==> src/rtl/turn_input_cond.sv <==
// Conditions the raw turn switches for the tail-light sequencer: sync, debounce,
// pair near-simultaneous presses into a hazard request, plus a step-enable tick.

module turn_db #(
   parameter int DB_CYCLES = 4
) (
   input  logic clk,
   input  logic reset,
   input  logic s,
   output logic db
);
   localparam int CW = (DB_CYCLES > 1) ? $clog2(DB_CYCLES) : 1;

   logic [CW-1:0] cnt;

   // The level only moves after DB_CYCLES consecutive disagreeing samples.
   always_ff @(posedge clk) begin
      if (reset) begin
         db  <= 1'b0;
         cnt <= '0;
      end else if (s != db) begin
         if (cnt == CW'(DB_CYCLES - 1)) begin
            db  <= ~db;
            cnt <= '0;
         end else begin
            cnt <= cnt + CW'(1);
         end
      end else begin
         cnt <= '0;
      end
   end
endmodule

module turn_input_cond #(
   parameter int DB_CYCLES = 4,
   parameter int WINDOW    = 8,
   parameter int TICK_DIV  = 10
) (
   input  logic clk,
   input  logic reset,
   input  logic left_raw,
   input  logic right_raw,
   output logic l,
   output logic r,
   output logic tick
);
   localparam int TW = (WINDOW > 1) ? $clog2(WINDOW) : 1;
   localparam int KW = $clog2(TICK_DIV);

   typedef enum logic [2:0] {IDLE, WAIT_L, WAIT_R, LEFT, RIGHT, BOTH} state_t;

   // Bit 0 is the left channel, bit 1 the right channel.
   logic [1:0]    s1, s2, db;
   state_t        st, nxt;
   logic [TW-1:0] tmr, tmr_nxt;
   logic [KW-1:0] tcnt;

   always_ff @(posedge clk) begin
      if (reset) begin
         s1 <= '0;
         s2 <= '0;
      end else begin
         s1 <= {right_raw, left_raw};
         s2 <= s1;
      end
   end

   for (genvar i = 0; i < 2; i++) begin : g_db
      turn_db #(.DB_CYCLES(DB_CYCLES)) u_db (
         .clk  (clk),
         .reset(reset),
         .s    (s2[i]),
         .db   (db[i])
      );
   end

   always_ff @(posedge clk) begin
      if (reset) begin
         st  <= IDLE;
         tmr <= '0;
      end else begin
         st  <= nxt;
         tmr <= tmr_nxt;
      end
   end

   // The other channel's rise always wins over the own channel's release.
   always_comb begin
      nxt     = st;
      tmr_nxt = '0;
      case (st)
         IDLE: begin
            if (db[0] & db[1]) nxt = BOTH;
            else if (db[0])    nxt = WAIT_L;
            else if (db[1])    nxt = WAIT_R;
         end
         WAIT_L: begin
            if (db[1])                          nxt = BOTH;
            else if (!db[0])                    nxt = IDLE;
            else if (tmr == TW'(WINDOW - 1))    nxt = LEFT;
            else                                tmr_nxt = tmr + TW'(1);
         end
         WAIT_R: begin
            if (db[0])                          nxt = BOTH;
            else if (!db[1])                    nxt = IDLE;
            else if (tmr == TW'(WINDOW - 1))    nxt = RIGHT;
            else                                tmr_nxt = tmr + TW'(1);
         end
         LEFT: begin
            if (db[1])       nxt = BOTH;
            else if (!db[0]) nxt = IDLE;
         end
         RIGHT: begin
            if (db[0])       nxt = BOTH;
            else if (!db[1]) nxt = IDLE;
         end
         BOTH: begin
            if (!db[0] && !db[1]) nxt = IDLE;
         end
         default: nxt = IDLE;
      endcase
   end

   assign l = (st == LEFT)  || (st == BOTH);
   assign r = (st == RIGHT) || (st == BOTH);

   always_ff @(posedge clk) begin
      if (reset)                           tcnt <= '0;
      else if (tcnt == KW'(TICK_DIV - 1))  tcnt <= '0;
      else                                 tcnt <= tcnt + KW'(1);
   end

   assign tick = (tcnt == KW'(TICK_DIV - 1));
endmodule
==> config.mk <==
export PLATFORM = sky130hd
export DESIGN_NAME = turn_input_cond
export DESIGN_NICKNAME = d
export VERILOG_FILES = /design/src/rtl/turn_input_cond.sv
export SDC_FILE = /design/constraint.sdc
export NUM_CORES = 1
export LEC_CHECK = 0
export ABC_CLOCK_PERIOD_IN_PS = 4000
export CORE_UTILIZATION = 40
export DETAILED_ROUTE_END_ITERATION = 12
export DONT_BUFFER_PORTS = 1
export HOLD_SLACK_MARGIN = 0.06
export PLACE_DENSITY = 0.63
export SLEW_MARGIN = 10
export SYNTH_ARGS = -nofsm -noshare
export SYNTH_HDL_FRONTEND = slang
export SYNTH_SLANG_ARGS = --single-unit
==> constraint.sdc <==
create_clock -name clk -period 4 [get_ports clk]
set_input_delay 0.8 -clock clk [delete_from_list [all_inputs] [get_ports clk]]
set_output_delay 0.8 -clock clk [all_outputs]
set_load 0.005 [all_outputs]
==> flow_metrics.py <==
metrics = {
    "status": {
        "status": "finished, final reports clean",
    },
    "setup_path": {
        "path_cells": "inv_1 -> ha_1 -> and3b_1",
        "regToRegStartpoint": "tmr[0]",
        "end_kind": "output port",
        "reg2reg_slack_ns": 2.55,
        "cp_max_fo": 4,
        "critPathBufInv": 1,
        "critPathLaunchType": "flip-flop",
        "slowest_stage": "dfxtp_1",
        "crit_family": "flip-flops",
        "path_class": "flip-flop to output port",
        "r2r_cells": 5,
        "cp.required_ns": 3.20,
        "critPathMaxStageDelay_ns": 0.38,
        "r2r-end": "st[2]",
        "crit_arrival_ns": 1.10,
    },
    "floorplan": {
        "die-area_mm2": 0.00226,
        "start_util": 0.423,
        "num_io_pins": 7,
        "rows": 16,
        "fp.dieW_um": 47.6,
        "core-area_mm2": 0.00196,
        "die_y_um": 47.6,
    },
    "cts": {
        "cts_resized": 0,
        "clkSinkCount": 20,
        "root_buffer": "clkbuf_4",
        "cts.htree.levels": 1,
        "ctsHoldBuffers": 0,
        "cts_tree": "built",
        "worstSkewPairLatency_ns": 0.30,
        "cts.clk_slew.worst_paths_ns": 0.11,
        "cts_buffer_depth": 2,
        "post_cts_buffers": 0,
        "cts_buffers": 3,
    },
    "logic_synthesis": {
        "yosysMostFrequentCell": "dfxtp_1",
        "synth_largest_area_cell": "dfxtp_1",
        "muxShareOfSynthArea": 0.0241,
        "syn_nets": 91,
        "synth_cell_type_count": 28,
        "synthFlopType": "dfxtp_1",
        "synthTopCellsByCount": "dfxtp_1, nor2_1, nor2b_1",
        "synth.area.top_cells": "dfxtp_1, ha_1, nor2b_1",
        "synthSimpleGateAreaFrac": 0.230,
        "synthXorXnorAreaFrac": 0.0316,
        "synth_compound_area_frac": 0.0873,
        "syn-cell-area_um2": 831,
        "yosysWarnings": 0,
        "yosys.area_share.adder": 0.0904,
        "synthDominantCellAreaShare": 0.482,
        "seq_area_frac_synth": 0.482,
        "synth_top_family_by_area": "simple AND/OR/NAND/NOR gates",
        "ys_ff_latch": 20,
        "syn_avg_cell_area_um2": 10.3,
        "synth_edf_count": 0,
        "synthCells": 81,
        "synthArstFlopShare": 0,
    },
    "global_routing": {
        "grt_max_degree": 13,
        "antenna_found_initial": 0,
        "grt_usage": 0.115,
        "grt_pass1_vias": 402,
        "grt_first_pass_wirelength_um": 1690,
        "overflow": 0,
    },
    "job": {
        "cap_violations": 0,
    },
    "sta": {
        "grt_setup_unrepaired": "false",
        "finalSetupViolCount": 0,
        "hold_violations": 0,
        "fin_crit_sh": 0.476,
        "slew_viol_final": 0,
        "tns_ns": 0,
        "fmax_ghz": 0.525,
        "worst_pin_slew_ns": 0.275,
        "fin_ws_ns": 2.10,
        "relSlewSlack": 0.816,
        "fin_worst_skew_ns": 0.00692,
        "period_needed_ns": 1.90,
    },
    "power_and_ir_drop": {
        "ir_drop_mv": 0.226,
        "switchingPower_w": 0.0000665,
        "clkPwrFrac": 0.423,
        "cellPowerDensity_mw_per_mm2": 424,
        "seq_power_share": 0.551,
        "p_leak_nw": 0.348,
        "combinationalPowerShare": 0.026,
        "p_int_w": 0.000311,
        "switching_share": 0.176,
    },
    "worst_hold_path": {
        "hold_depth": 1,
        "hp-class": "flip-flop to flip-flop",
        "hold_start": "g_db[0].u_db.cnt[0]",
        "hold_path_end": "g_db[0].u_db.cnt[0]",
    },
    "place": {
        "gp_congestion": 0.685,
        "place_hpwl_um": 764,
        "place_ws_ns": 2.42,
        "io_buffers": 0,
    },
    "cells_and_area": {
        "synthToLayoutAreaGrowth_pct": 7.23,
        "layout-drive-gt1-share": 0.122,
        "fillers": 217,
        "fin_util": 0.454,
        "nNetsFinal": 93,
        "antenna_cells": 0,
    },
    "routing": {
        "vias": 537,
        "drtIter0Drc": 0,
        "viasPerCell": 4.93,
        "postRouteAntennaNets": 0,
        "drc": 0,
        "wl_um": 1070,
        "drtPass1Iterations": 1,
        "routedWlPerCell_um": 9.82,
    },
}
## power by group through the flow
stage	clock network [W]	logic, W	registers, W
global placement	0	0.00000971	0.000213
global route	0.000179	0.0000117	0.000209
CTS	0.000167	0.0000103	0.000208
detailed placement	0	0.0000103	0.000213
floorplan	0	0.0000100	0.000212
finish	0.000160	0.00000998	0.000208
## worst max-delay path by stage
stage | slack (ns) | endpoint | cells past startpoint | from
5_1_grt | 1.93 | l | 2 | st[2]
2_1_floorplan | 2.46 | tick | 3 | tcnt[1]
3_5_place_dp | 2.42 | tick | 3 | tcnt[1]
3_3_place_gp | 2.44 | tick | 3 | tcnt[1]
4_1_cts | 2.08 | tick | 3 | tcnt[1]
6_report | 2.10 | tick | 3 | tcnt[1]
## worst register-to-register path, cell delays in order, from the launching register on
cell	delay [ns]
dfxtp_1	0.33
ha_1	0.19
ha_1	0.24
a211oi_1	0.30
a21oi_1	0.07
o221a_2	0.22
## state kept, by name, summed over array words and instances (netlist names)
register and cells:
tmr 3, s1 2, tcnt 4, s2 2
st 3, g_db.u_db.cnt 4, g_db.u_db.db 2
## metal layers
layer,vias up,wire (um),part of all wire,GRT usage
li1,274,-,-,-
met1,251,543,0.51,0.137
met2,8,467,0.44,0.159
met3,4,35,0.033,0.0453
met4,0,25,0.023,0.100
met5,-,0,0,0
## placed cells by master (no fill, tap or decap)
cell,Yosys,layout
a31oi_1,1,1
o21ai_2,1,1
ha_1,6,6
nand2_1,2,2
or2_1,1,1
or3_1,2,2
or3b_2,1,1
clkbuf_4,0,3
dfxtp_1,20,20
nor2b_1,7,7
nor3b_2,1,1
a211oi_1,1,1
nand2b_1,1,1
nor3_1,1,1
o221a_2,1,1
nand3_1,1,1
xnor2_1,3,3
mux2i_1,2,2
and4bb_2,2,2
nand4b_1,1,1
o2111ai_1,1,1
and3b_1,1,1
nor2_1,11,11
a21oi_1,3,3
o21a_1,1,1
bufinv_16,0,1
a21boi_0,1,1
inv_1,5,5
## logic make-up (layout without fill, tap and decap cells)
| family | count (synthesis) | in the layout |
|---|---|---|
| simple gates | 32 | 32 |
| fa+ha+maj | 6 | 6 |
| mux | 2 | 2 |
| buf+inv | 8 | 9 |
| xor+xnor | 3 | 3 |
| compound gates | 10 | 10 |
| flops | 20 | 20 |
## area by class of cell
| cell class | instances | area [um^2] | area share |
|---|---|---|---|
| Clock buffer | 3 | 22.5 | 0.0253 |
| Clock inverter | 1 | 30.0 | 0.0337 |
| Inverter | 5 | 18.8 | 0.0211 |
| Multi-Input combinational cell | 53 | 385 | 0.433 |
| Sequential cell | 20 | 400 | 0.449 |
| Tap cell | 27 | 33.8 | 0.0379 |
## stage by stage
step                total power, W  std cells  area, um^2  hold slack, ns
floorplan                 0.000222         81         831           0.397
global placement          0.000222        105         838           0.407
detailed placement        0.000223        105         838           0.411
CTS                       0.000386        109         891           0.433
global route              0.000400        109         891           0.445
finish                    0.000378        109         891           0.429
(Power assumes the default switching activity.)
